[config.mk]
export PLATFORM = sky130hd
export DESIGN_NAME = player_movement_datapath_flat
export DESIGN_NICKNAME = d
export VERILOG_FILES = /design/src/rtl/player_movement_datapath_if.sv /design/src/rtl/player_movement_datapath.sv /design/src/flat_wrapper.sv
export SDC_FILE = /design/constraint.sdc
export NUM_CORES = 1
export LEC_CHECK = 0
export CAP_MARGIN = 20
export CORE_MARGIN = 2
export CORE_UTILIZATION = 50
export DETAILED_ROUTE_END_ITERATION = 8
export GPL_TIMING_DRIVEN = 1
export PLACE_DENSITY = 0.72
export SYNTH_ARGS = -nofsm -noshare
export SYNTH_HDL_FRONTEND = slang
export SYNTH_SLANG_ARGS = --single-unit
[constraint.sdc]
create_clock -name clk -period 2.9 [get_ports clk]
set_clock_uncertainty 0.1 [all_clocks]
set_input_delay 0.435 -clock clk [delete_from_list [all_inputs] [get_ports clk]]
set_output_delay 0.435 -clock clk [all_outputs]
set_load 0.1 [all_outputs]
[src/rtl/player_movement_datapath_if.sv]
// -----------------------------------------------------------------------------
// player_movement_datapath_if
//   Pixel-plot bus between the player movement datapath and the 160x120,
//   3-bit-colour VGA adapter. One pixel is written per cycle while plot is high.
//
//   x_out   [7:0]  pixel column
//   y_out   [6:0]  pixel row
//   colour  [2:0]  pixel colour
//   plot           write enable for the pixel above
//
//   master : the renderer (drives the bus)
//   slave  : the VGA adapter (consumes the bus)
// -----------------------------------------------------------------------------
interface player_movement_datapath_if;
    logic [7:0] x_out;
    logic [6:0] y_out;
    logic [2:0] colour;
    logic       plot;

    modport master (output x_out, output y_out, output colour, output plot);
    modport slave  (input  x_out, input  y_out, input  colour, input  plot);
endinterface

[src/rtl/player_movement_datapath.sv]
// -----------------------------------------------------------------------------
// player_movement_datapath
//   Owns the player's horizontal position and renders the player sprite.
//   It is driven by the one-hot state flags of the movement control FSM.
//   For each accepted move request it does three things in order:
//   erase the old sprite, step and clamp the position, then redraw the sprite.
//   A single extra request that arrives while a sequence is running is held
//   and run straight after that sequence.
//
// Ports
//   clk                    system clock, posedge
//   reset                  synchronous active-high reset
//   inInputState           FSM waiting for keys (no datapath action)
//   inSetAState            latch direction LEFT (wins over inSetDState)
//   inSetDState            latch direction RIGHT
//   inUpdatePositionState  one-cycle move request
//   player_x     [7:0]     committed sprite left x
//   busy                   erase/move/draw sequence in progress
//   vga                    plot bus to the VGA adapter (master side)
// -----------------------------------------------------------------------------
module player_movement_datapath #(
    parameter int         SCREEN_W      = 160,
    parameter int         PLAYER_W      = 8,
    parameter int         PLAYER_H      = 4,
    parameter int         Y_POS         = 112,
    parameter int         STEP          = 2,
    parameter int         START_X       = 76,
    parameter logic [2:0] PLAYER_COLOUR = 3'b111,
    parameter logic [2:0] BG_COLOUR     = 3'b000
) (
    input  logic       clk,
    input  logic       reset,
    input  logic       inInputState,
    input  logic       inSetAState,
    input  logic       inSetDState,
    input  logic       inUpdatePositionState,
    output logic [7:0] player_x,
    output logic       busy,
    player_movement_datapath_if.master vga
);

    localparam int PX_W = (PLAYER_W > 1) ? $clog2(PLAYER_W) : 1;
    localparam int PY_W = (PLAYER_H > 1) ? $clog2(PLAYER_H) : 1;
    localparam logic [PX_W-1:0] PX_LAST = PX_W'(PLAYER_W - 1);
    localparam logic [PY_W-1:0] PY_LAST = PY_W'(PLAYER_H - 1);

    typedef enum logic [2:0] {
        INIT_DRAW,
        IDLE,
        ERASE,
        MOVE,
        DRAW
    } state_t;

    // Next left x after one step. The sum is formed in 9 bits so that
    // x + STEP near the right wall cannot wrap before the clamp compares it.
    function automatic logic [7:0] calc_target(input logic [7:0] x, input logic left);
        logic [8:0] x9;
        logic [8:0] t;
        x9 = {1'b0, x};
        if (left) begin
            t = (x9 < 9'(STEP)) ? 9'd0 : x9 - 9'(STEP);
        end else begin
            t = (x9 > 9'(SCREEN_W - PLAYER_W - STEP)) ? 9'(SCREEN_W - PLAYER_W)
                                                       : x9 + 9'(STEP);
        end
        return 8'(t);
    endfunction

    state_t            state_q, state_d;
    logic              dir_left_q, dir_left_d;
    logic              pending_q, pending_d;
    logic [7:0]        player_x_q, player_x_d;
    logic [7:0]        target_q, target_d;
    logic [PX_W-1:0]   px_q, px_d;
    logic [PY_W-1:0]   py_q, py_d;
    logic              plot_q, plot_d;
    logic [7:0]        x_out_q, x_out_d;
    logic [6:0]        y_out_q, y_out_d;
    logic [2:0]        colour_q, colour_d;
    logic              busy_q, busy_d;

    logic              sweeping;
    logic              sweep_last;
    logic [7:0]        step_target;

    assign sweeping    = (state_q == INIT_DRAW) || (state_q == ERASE) || (state_q == DRAW);
    assign sweep_last  = (px_q == PX_LAST) && (py_q == PY_LAST);
    // Both the IDLE decision and the back-to-back decision at the end of DRAW
    // use the currently latched direction and the committed position.
    assign step_target = calc_target(player_x_q, dir_left_q);

    // NOTE: every signal written here gets a default first, so no path can
    // leave one unassigned and infer a latch.
    always_comb begin
        state_d    = state_q;
        dir_left_d = dir_left_q;
        pending_d  = pending_q;
        player_x_d = player_x_q;
        target_d   = target_q;
        px_d       = px_q;
        py_d       = py_q;
        plot_d     = 1'b0;
        x_out_d    = x_out_q;
        y_out_d    = y_out_q;
        colour_d   = colour_q;
        busy_d     = 1'b1;

        if (inSetAState) begin
            dir_left_d = 1'b1;
        end else if (inSetDState) begin
            dir_left_d = 1'b0;
        end

        // Busy-time requests are held one deep; a request while one is
        // already held is simply absorbed.
        if (inUpdatePositionState && (state_q != IDLE)) begin
            pending_d = 1'b1;
        end

        // Row-major sprite sweep: px fastest, counter wraps to 0 on the last
        // pixel so the next sweep always starts at the top-left corner.
        if (sweeping) begin
            plot_d   = 1'b1;
            x_out_d  = player_x_q + 8'(px_q);
            y_out_d  = 7'(Y_POS) + 7'(py_q);
            colour_d = (state_q == ERASE) ? BG_COLOUR : PLAYER_COLOUR;
            if (px_q == PX_LAST) begin
                px_d = '0;
                py_d = sweep_last ? '0 : py_q + 1'b1;
            end else begin
                px_d = px_q + 1'b1;
            end
        end

        unique case (state_q)
            INIT_DRAW: begin
                if (sweep_last) begin
                    state_d = IDLE;
                end
            end
            IDLE: begin
                busy_d = 1'b0;
                // A request held over from INIT_DRAW is served here as well.
                if (inUpdatePositionState || pending_q) begin
                    pending_d = 1'b0;
                    // At a wall the step is a no-op: nothing is redrawn.
                    if (step_target != player_x_q) begin
                        target_d = step_target;
                        state_d  = ERASE;
                    end
                end
            end
            ERASE: begin
                if (sweep_last) begin
                    state_d = MOVE;
                end
            end
            MOVE: begin
                player_x_d = target_q;
                state_d    = DRAW;
            end
            DRAW: begin
                if (sweep_last) begin
                    state_d = IDLE;
                    if (pending_q || inUpdatePositionState) begin
                        pending_d = 1'b0;
                        if (step_target != player_x_q) begin
                            target_d = step_target;
                            state_d  = ERASE;
                        end
                    end
                end
            end
            default: begin
                state_d = IDLE;
            end
        endcase
    end

    // NOTE: state registers use non-blocking assignments so every flop samples
    // the pre-edge value of every other flop.
    always_ff @(posedge clk) begin
        if (reset) begin
            state_q    <= INIT_DRAW;
            dir_left_q <= 1'b0;
            pending_q  <= 1'b0;
            player_x_q <= 8'(START_X);
            target_q   <= 8'(START_X);
            px_q       <= '0;
            py_q       <= '0;
            plot_q     <= 1'b0;
            x_out_q    <= '0;
            y_out_q    <= '0;
            colour_q   <= '0;
            busy_q     <= 1'b0;
        end else begin
            state_q    <= state_d;
            dir_left_q <= dir_left_d;
            pending_q  <= pending_d;
            player_x_q <= player_x_d;
            target_q   <= target_d;
            px_q       <= px_d;
            py_q       <= py_d;
            plot_q     <= plot_d;
            x_out_q    <= x_out_d;
            y_out_q    <= y_out_d;
            colour_q   <= colour_d;
            busy_q     <= busy_d;
        end
    end

    assign player_x   = player_x_q;
    assign busy       = busy_q;
    assign vga.x_out  = x_out_q;
    assign vga.y_out  = y_out_q;
    assign vga.colour = colour_q;
    assign vga.plot   = plot_q;

    // The movement FSM is one-hot, so at most one of its flags is high.
    a_flags_onehot0: assert property (@(posedge clk) disable iff (reset)
        $onehot0({inInputState, inSetAState, inSetDState, inUpdatePositionState}));

endmodule

[src/flat_wrapper.sv]
// flat-port wrapper written by rule: the top's interface ports become plain ports
module player_movement_datapath_flat 
#(
    parameter int         SCREEN_W      = 160,
    parameter int         PLAYER_W      = 8,
    parameter int         PLAYER_H      = 4,
    parameter int         Y_POS         = 112,
    parameter int         STEP          = 2,
    parameter int         START_X       = 76,
    parameter logic [2:0] PLAYER_COLOUR = 3'b111,
    parameter logic [2:0] BG_COLOUR     = 3'b000
)
  (clk, reset, inInputState, inSetAState, inSetDState, inUpdatePositionState, player_x, busy, vga_x_out, vga_y_out, vga_colour, vga_plot);
  player_movement_datapath_if vga_i ();
  input  logic clk;
  input  logic reset;
  input  logic inInputState;
  input  logic inSetAState;
  input  logic inSetDState;
  input  logic inUpdatePositionState;
  output logic [7:0] player_x;
  output logic busy;
  output wire logic [$bits(vga_i.x_out)-1:0] vga_x_out;
  output wire logic [$bits(vga_i.y_out)-1:0] vga_y_out;
  output wire logic [$bits(vga_i.colour)-1:0] vga_colour;
  output wire logic [$bits(vga_i.plot)-1:0] vga_plot;
  assign vga_x_out = vga_i.x_out;
  assign vga_y_out = vga_i.y_out;
  assign vga_colour = vga_i.colour;
  assign vga_plot = vga_i.plot;
  player_movement_datapath #(.SCREEN_W(SCREEN_W), .PLAYER_W(PLAYER_W), .PLAYER_H(PLAYER_H), .Y_POS(Y_POS), .STEP(STEP), .START_X(START_X), .PLAYER_COLOUR(PLAYER_COLOUR), .BG_COLOUR(BG_COLOUR)) u_core (.clk(clk), .reset(reset), .inInputState(inInputState), .inSetAState(inSetAState), .inSetDState(inSetDState), .inUpdatePositionState(inUpdatePositionState), .player_x(player_x), .busy(busy), .vga(vga_i));
endmodule
==> results.txt, run 1 <==
Outcome = finished clean
Die height = 71.04 µm
Chip Width = 71.04 µm
CTS Buf Count = 5
Wirelength per Cell = 14.56 µm
Leakage = 0.001119 µW
RSZ-0062 raised after global routing = false
Layout cells sized above 1 = 0.1775
Max incr delay on CP = 0.52 ns
Register area = 802.0 µm²
Crit path cell chain = a211o_1, a22oi_1, mux2_2, or4_1, a31oi_1
DRT antenna net count = 0
Via count = 1977
Fill cells = 412
Clk_lat worst skew = 0.29 ns
Vias in the first global route = 1821
Final core area utilization = 0.5980
CP max stage cell = or4_1
Area of the die = 5047 µm²
Crit Path Class = flop to flop
Hold WS = 0.3597 ns
Worst Path Required = 3.02 ns
Fmax = 432.9 MHz
WL final = 5024 µm
Final period util = 0.7966
Drt pass-1 iters = 4
Synth area leaders = dfxtp_1 36%, mux2i_1 7.1%, nor2_1 6.0%
Maximum clock path buffer count = 2
Reg clk slew, reported paths = 0.08 ns
Power per Cell Area = 442.9 nW/µm²
Netlist cell types = 55
Slew @ Worst Pin = 0.6355 ns
CP Max Fanout = 6
Initial Util = 0.5161
Max Slew Vio Count = 0
Hold WC Path Type = flop to flop
Leading area contributor after synthesis = dfxtp_1
Sink Count = 40
VDD IR max = 0.2668 mV
CTS tree = built
Mapped Cells = 270
Multi-input gate area = 1279 µm²
Crit path launch type = flop
Post-Syn Area per Cell = 8.323 µm²
Synth async-reset ratio = 0
1st-iter DRT viols = 113
First-pass GRT wire length = 8618 µm
Resize count post-CTS = 0
Most frequent cells in the layout = 39 x dfxtp_1, 36 x nor2_1, 35 x buf_4
DRC viols = 0
Nets@finish = 307
PortBufs = 30
HPWL after detailed placement = 3566 µm
Sequential share of the synthesized area = 0.3563
Total GRT Usage = 0.2138
Synth-to-Final Area Change = 15.87%
Period minus WS final = 2.310 ns
Post-synth top flop = dfxtp_1
Placed cells = 337
Clk Tree Root Cell = clkbuf_8
Setup_tns = 0 ns
Final std cells w/o fill = 345
DR vias/cell = 5.730
Max-cap violations = 0
Largest net degree at the start of global routing = 29
Setup bufs post-CTS = 0
H-tree depth = 2
Initial antenna violation count = 0
Final Hold Fails = 0
Slew margin rel. = 0.5751
Area share of the largest cell type after synthesis = 0.3563
Diode count = 0
Standard-cell rows = 24
Core area = 4354 µm²
Top-level port count = 34
Commonest non-fill, non-tap cell in the layout = dfxtp_1
Post-CTS Hold Fix Bufs = 0
Critical Path AT = 2.43 ns
CP Capture Type = flop
Final setup viols = 0
Synth Register Bits = 40
Routability cong. = 0.8977
Mapped cell area = 2247 µm²
Synth warn = 0
GR Overflow Total = 0
EDFF count, synth = 0
## registers in the layout (all words and copies together), names as in the netlist
name	count
u_core.player_x	8
u_core.target_q	8
u_core.vga.x_out	8
u_core.px_q	3
u_core.state_q	3
u_core.vga.y_out	3
u_core.py_q	2
u_core.busy	1
u_core.dir_left_q	1
u_core.pending_q	1
u_core.vga.colour	1
u_core.vga.plot	1
## path summary, 6_finish.rpt
kind	depth (start not counted)	to	from	slack (ns)
max	5	u_core.state_q[0]	u_core.player_x[4]	0.59
max reg2reg	5	u_core.state_q[0]	u_core.player_x[4]	0.59
min	2	u_core.vga.x_out[0]	u_core.vga.x_out[0]	0.36
min reg2reg	2	u_core.vga.x_out[0]	u_core.vga.x_out[0]	0.36
## cells by family after synthesis
kind of cell	after synthesis	synth area share
adder cells (fa/ha/maj)	9	0.05345
flip-flops	40	0.3563
AO/OA/AOI/OAI	61	0.2032
XOR/XNOR	6	0.02339
multiplexers	18	0.08129
AND/OR/NAND/NOR	99	0.2043
other	1	0.001669
buffers and inverters	36	0.07628
## routing by layer
metal / routed length (µm) / GRT usage
met5: 0 / 0
met4: 97 / 0.08805
met3: 282 / 0.04131
met2: 2261 / 0.3323
met1: 2382 / 0.2919
## critical path: cells and delay by family, from the launching register on
kind	cells	cell delay, ns
AO/OA/AOI/OAI	3	0.84
AND/OR/NAND/NOR	1	0.52
multiplexers	1	0.41
flip-flops	1	0.38
## report_power, final
part           switching [µW]  total, µW  internal (µW)
clock network             200        392            193
logic                     140        186           46.6
registers                11.8        575            563
total                     351       1150            802
## metrics by stage
step / total power [µW] / area [µm²] / setup WS (ns)
final: 1153 / 2604 / 0.5898
after global routing: 1201 / 2604 / 0.4466
after CTS: 1165 / 2604 / 0.5875
after detailed placement: 773.5 / 2506 / 0.3887
after global placement: 772.1 / 2506 / 0.4418
after floorplan: 738.9 / 2252 / 0.08690
## Yosys cell counts, drive strengths merged (3+ instances only)
cell type  count
mux2i         16
clkbuf        13
a21oi         17
a21o           3
o21ai          7
a211oi         6
inv           10
nor3           6
xnor2          6
nor2          36
buf           13
a221oi         4
nand2         28
nor2b          4
ha             8
dfxtp         40
a31oi          4
nand3          8
## layout make-up
type                    count  share of cell area
clock inverters             2            0.005766
multi-input cells         195              0.4911
clock buffers               6             0.03172
inverters                  10             0.01442
flip-flops and latches     40              0.3080
well taps                  52             0.02499
repair buffers             40              0.1240
Power figures use the tool's default switching activity.
==> run 2: changes to the inputs <==
CORE_UTILIZATION = 49   (was 50)
PLACE_DENSITY = 0.73   (was 0.72)
clock period = 2 ns   (was 2.9 ns; I/O delays follow)
==> results.txt, run 2 (synthesis results as in run 1) <==
HPWL after detailed placement = 3950 µm (+11%)
Reg clk slew, reported paths = 0.08 ns (about the same)
Hold Crit Start = u_core.vga.x_out[0]
Crit path launch type = flop
Diode count = 0 (unchanged)
Leakage = 0.001287 µW (+15%)
CP Max Fanout = 9 (+3)
Fmax = 484.8 MHz (+12%)
Crit path cell chain = a211o_4, a22oi_2, mux2_4, o31ai_4, buf_12, mux2i_1
GR Overflow Total = 0 (unchanged)
RSZ-0062 raised after global routing = true
1st-iter DRT viols = 131 (+16%)
Standard-cell rows = 24 (unchanged)
Critical Path AT = 2.19 ns (-0.24 ns)
Synth-to-Final Area Change = 30.90%
Multi-input gate area = 1329 µm² (+3.9%)
Final setup viols = 9 (+9)
CTS Buf Count = 5 (unchanged)
Setup_tns = -0.3560 ns (-0.3560 ns)
Post-route setup slack = -0.06251 ns (-0.6523 ns)
First-pass GRT wire length = 9156 µm (+6.2%)
Via count = 2065 (+4.5%)
Routability cong. = 0.9303 (+3.6%)
Uppermost layer routed = met4
Wirelength per Cell = 14.65 µm (+0.62%)
R2r worst-path depth = 6 (+1)
Max incr delay on CP = 0.37 ns (-0.15 ns)
DR vias/cell = 5.611 (-2.1%)
M1 wire length = 2388 µm (+0.25%)
Metal3 WL = 289 µm (+2.5%)
PortBufs = 30 (unchanged)
H-tree depth = 2 (unchanged)
Sink Count = 40 (unchanged)
Outcome = finished, violations left
Max Slew Vio Count = 0 (unchanged)
Worst path bufs/invs = 1 (+1)
WL final = 5392 µm (+7.3%)
Post-CTS Hold Fix Bufs = 0 (unchanged)
Slew @ Worst Pin = 0.5025 ns (-0.1330 ns)
Drt pass-1 iters = 4 (unchanged)
Power per Cell Area = 598.0 nW/µm² (+35%)
Core area = 4384 µm² (+0.69%)
Cell count of the worst hold path = 2 (unchanged)
Hold WS = 0.3566 ns (-0.003087 ns)
Initial Util = 0.5126 (-0.003535)
VDD IR max = 0.3445 mV (+29%)
CP max stage cell = dfxtp_4
CP Capture Type = flop
Commonest non-fill, non-tap cell in the layout = buf_4
Area of the die = 5144 µm² (+1.9%)
Vias in the first global route = 1940 (+6.5%)
Register area = 832.0 µm² (+3.7%)
Crit Path Class = flop to flop
Largest net degree at the start of global routing = 37 (+28%)
Slew margin rel. = 0.6635 (+0.08839)
Top-level port count = 34 (unchanged)
Placed cells = 357 (+5.9%)
Chip Width = 71.72 µm (+0.96%)
Pre-CTS setup slack = -0.1641 ns (-0.5528 ns)
Final period util = 1.031 (+0.2346)
Violated checks = setup timing
Final Hold Fails = 0 (unchanged)
Die height = 71.72 µm (+0.96%)
RR Endpoint = u_core.target_q[7]
R2R setup slack = -0.06 ns (-0.65 ns)
Hold EP = u_core.vga.x_out[0]
DRT antenna net count = 0 (unchanged)
Final core area utilization = 0.6709 (+0.07296)
Total GRT Usage = 0.2277 (+0.01390)
Worst reg2reg startpoint = u_core.player_x[4]
Nets@finish = 330 (+7.5%)
Top Family by Delay on Critical Path = compound AO/OA/AOI/OAI gates
CTS tree = built
Period minus WS final = 2.063 ns (-0.2477 ns)
Max-cap violations = 0 (unchanged)
Fill cells = 368 (-11%)
DRC viols = 0 (unchanged)
Hold WC Path Type = flop to flop
Initial antenna violation count = 0 (unchanged)
WL met2 = 2678 µm (+18%)
Clk_lat worst skew = 0.30 ns (about the same)
Final std cells w/o fill = 368 (+6.7%)
Most frequent cells in the layout = 52 x buf_4, 36 x nor2_1, 31 x dfxtp_1
Maximum clock path buffer count = 2 (unchanged)
Clk Tree Root Cell = clkbuf_8
Worst Path Required = 2.12 ns (-0.90 ns)
Layout cells sized above 1 = 0.2880 (+0.1105)
==> run 2: cell count changes in the layout (fill, tap and decap cells not counted), moves of 2 or more <==
cell,before,now
a21oi_2,0,2
a21oi_1,17,15
buf_12,1,6
o21ai_1,0,3
dfxtp_4,0,8
dfxtp_1,39,31
o21ai_0,7,4
buf_4,35,52
clkinvlp_4,2,0
==> run 2: worst max path at each step <==
stage,to,slack (ns),start,cells past startpoint
after floorplan,u_core.target_q[0],-0.26,u_core.player_x[3],6
after global placement,u_core.target_q[1],-0.07,inUpdatePositionState,7
after detailed placement,u_core.target_q[0],-0.16,inUpdatePositionState,7
after CTS,u_core.target_q[0],-0.04,u_core.player_x[4],6
after global routing,u_core.target_q[0],-0.12,u_core.player_x[4],6
final,u_core.target_q[7],-0.06,u_core.player_x[4],6
==> run 2: power by group <==
part | switching (µW) | internal [µW] | total [µW]
Clock | 297 | 358 | 655
Combinational | 208 | 75.4 | 284
Sequential | 13.9 | 806 | 820
==> run 2: routing by layer <==
metal / vias up / GRT usage
li1: 1041 / -
met1: 974 / 0.3153
met2: 46 / 0.3591
met3: 4 / 0.05204
met4: 0 / 0.05870
met5: - / 0
==> run 2: layout make-up <==
class                      instances  area share
clock inverter                     1    0.002977
sequential                        40      0.2829
timing repair buffer              63      0.1910
multi-input combinational        195      0.4517
clock buffer                       7     0.03658
inverter                          10     0.01276
tap                               52     0.02212
==> run 2: worst register-to-register path, delay by kind of cell, from the launching register on <==
| kind | cells | cell delay, ns |
|---|---|---|
| AOI/OAI and AO/OA | 3 | 0.81 |
| muxes | 2 | 0.54 |
| DFF | 1 | 0.37 |
| buffers and inverters | 1 | 0.18 |
==> run 2: repair_timing <==
item | 4_1_cts | 5_1_grt
setup buffers | 0 | 3
pin swaps | 0 | 3
resized for setup | 1 | 12
setup endpoints to repair | 9 | 12
==> run 2: per-stage QoR <==
step / area, µm² / power [µW]
6_report: 2942 / 1759
5_1_grt: 2942 / 1835
4_1_cts: 2882 / 1774
3_5_place_dp: 2756 / 1118
3_3_place_gp: 2756 / 1114
2_1_floorplan: 2298 / 1061
==> run 3: changes to the inputs <==
CORE_MARGIN = 3   (was 2)
SETUP_SLACK_MARGIN = 0.3   (was default)
==> results.txt, run 3 (synthesis results as in run 1) <==
HPWL after detailed placement = 4047 µm (+2.4%)
Most frequent cells in the layout = 67 x buf_4, 36 x nor2_1, 28 x dfxtp_1
Commonest non-fill, non-tap cell in the layout = buf_4
First-pass GRT wire length = 9535 µm (+4.1%)
Max incr delay on CP = 0.37 ns (about the same)
Crit Path Class = flop to flop
1st-iter DRT viols = 132 (+0.76%)
CTS Buf Count = 5 (unchanged)
Core area = 4384 µm² (unchanged)
Area of the die = 5435 µm² (+5.7%)
Via count = 2170 (+5.1%)
Setup_tns = -0.5613 ns (-0.2054 ns)
Pwr Total = 1812 µW (+3.0%)
CP max stage cell = dfxtp_4
Crit path launch type = flop
Sink Count = 40 (unchanged)
Fmax = 480.0 MHz (-0.99%)
Initial Util = 0.5126 (unchanged)
Worst path bufs/invs = 1 (unchanged)
VDD IR max = 0.3013 mV (-13%)
Dpl cell area = 2843 µm² (+3.1%)
CTS tree = built
Chip Width = 73.72 µm (+2.8%)
Layout cells sized above 1 = 0.3474 (+0.05946)
Pre-CTS setup slack = -0.1917 ns (-0.02761 ns)
Power per Cell Area = 584.8 nW/µm² (-2.2%)
Cell area after layout = 3098 µm² (+5.3%)
DR vias/cell = 5.666 (+0.97%)
CP Capture Type = flop
Die height = 73.72 µm (+2.8%)
Max Slew Vio Count = 0 (unchanged)
Reg clk slew, reported paths = 0.08 ns (about the same)
Wirelength per Cell = 15.48 µm (+5.7%)
Max-cap violations = 0 (unchanged)
Post-route setup slack = -0.08316 ns (-0.02065 ns)
Maximum clock path buffer count = 2 (unchanged)
Nets@finish = 345 (+4.5%)
Top-level port count = 34 (unchanged)
Routability cong. = 0.8707 (-6.4%)
Vias in the first global route = 1988 (+2.5%)
Leakage = 0.001355 µW (+5.3%)
H-tree depth = 2 (unchanged)
RSZ-0062 raised after global routing = true
Standard-cell rows = 24 (unchanged)
Outcome = finished, violations left
Drt pass-1 iters = 4 (unchanged)
Diode count = 0 (unchanged)
GR Overflow Total = 0 (unchanged)
Period minus WS final = 2.083 ns (+0.02065 ns)
Final Hold Fails = 0 (unchanged)
Final core area utilization = 0.7066 (+0.03567)
Synth-to-Final Area Change = 37.86%
DRT antenna net count = 0 (unchanged)
Final setup viols = 9 (unchanged)
PortBufs = 30 (unchanged)
Worst Path Required = 2.13 ns (about the same)
Initial antenna violation count = 0 (unchanged)
WL final = 5930 µm (+10%)
Top Family by Delay on Critical Path = compound AO/OA/AOI/OAI gates
Critical Path AT = 2.21 ns (+0.02 ns)
Clk_lat worst skew = 0.29 ns (about the same)
Largest net degree at the start of global routing = 37 (unchanged)
Crit path cell chain = a211o_4, a22oi_2, mux2_4, o31ai_4, buf_12, mux2i_1
Violated checks = setup timing
Clk Tree Root Cell = clkbuf_8
Total GRT Usage = 0.2248 (-0.002878)
DRC viols = 0 (unchanged)
Final period util = 1.042 (+0.01033)
CP Max Fanout = 6 (-3)
Hold WC Path Type = flop to flop
[run 3: cell count changes in the layout (fill, tap and decap cells not counted), sizes merged]
cell	before	now
buf	59	74
clkinv	1	0
clkbuf	7	8
[run 3: path summary, 6_finish.rpt]
path,slack [ns],cells past startpoint,start,to
setup / recovery,-0.08,6,u_core.player_x[4],u_core.target_q[2]
hold / removal,0.36,2,u_core.vga.y_out[0],u_core.vga.y_out[0]
setup reg to reg,-0.08,6,u_core.player_x[4],u_core.target_q[2]
hold reg to reg,0.36,2,u_core.vga.y_out[0],u_core.vga.y_out[0]
[run 3: what timing repair did]
item	CTS	global route
setup endpoints to repair	13	15
hold buffers	0	0
setup buffers	6	2
pin swaps	9	4
gates cloned	0	0
resized for setup	14	7
[run 3: power by group]
group | internal (µW) | switching (µW) | total [µW]
registers | 807 | 15.3 | 822
logic | 87.9 | 218 | 306
clock network | 398 | 285 | 684
[run 3: layout make-up]
class                   count  area, µm²
inverters                  10      37.54
repair buffers             78      665.6
well taps                  52      65.06
clock buffers               8      122.6
fillers                   351       1286
flip-flops and latches     40      838.3
multi-input cells         195       1369
[run 3: stage by stage]
stage,hold WS [ns],cells
6_report,0.3561,383
5_1_grt,0.3788,383
4_1_cts,0.3594,381
3_5_place_dp,0.3483,367
3_3_place_gp,0.3430,367
2_1_floorplan,0.3174,271
[run 3: routing by layer]
layer / GRT usage / part of all wire / up-vias
met4: 0.06237 / 0.023 / 0
met1: 0.3072 / 0.43 / 1017
met5: 0 / 0 / -
met3: 0.04788 / 0.056 / 15
met2: 0.3563 / 0.49 / 68
li1: - / - / 1070
[run 3: tightest hold or removal path, stage by stage, from the launching register on]
cell and delay [ns]:
dfxtp_1 0.31, nand2_1 0.05, a21oi_1 0.05
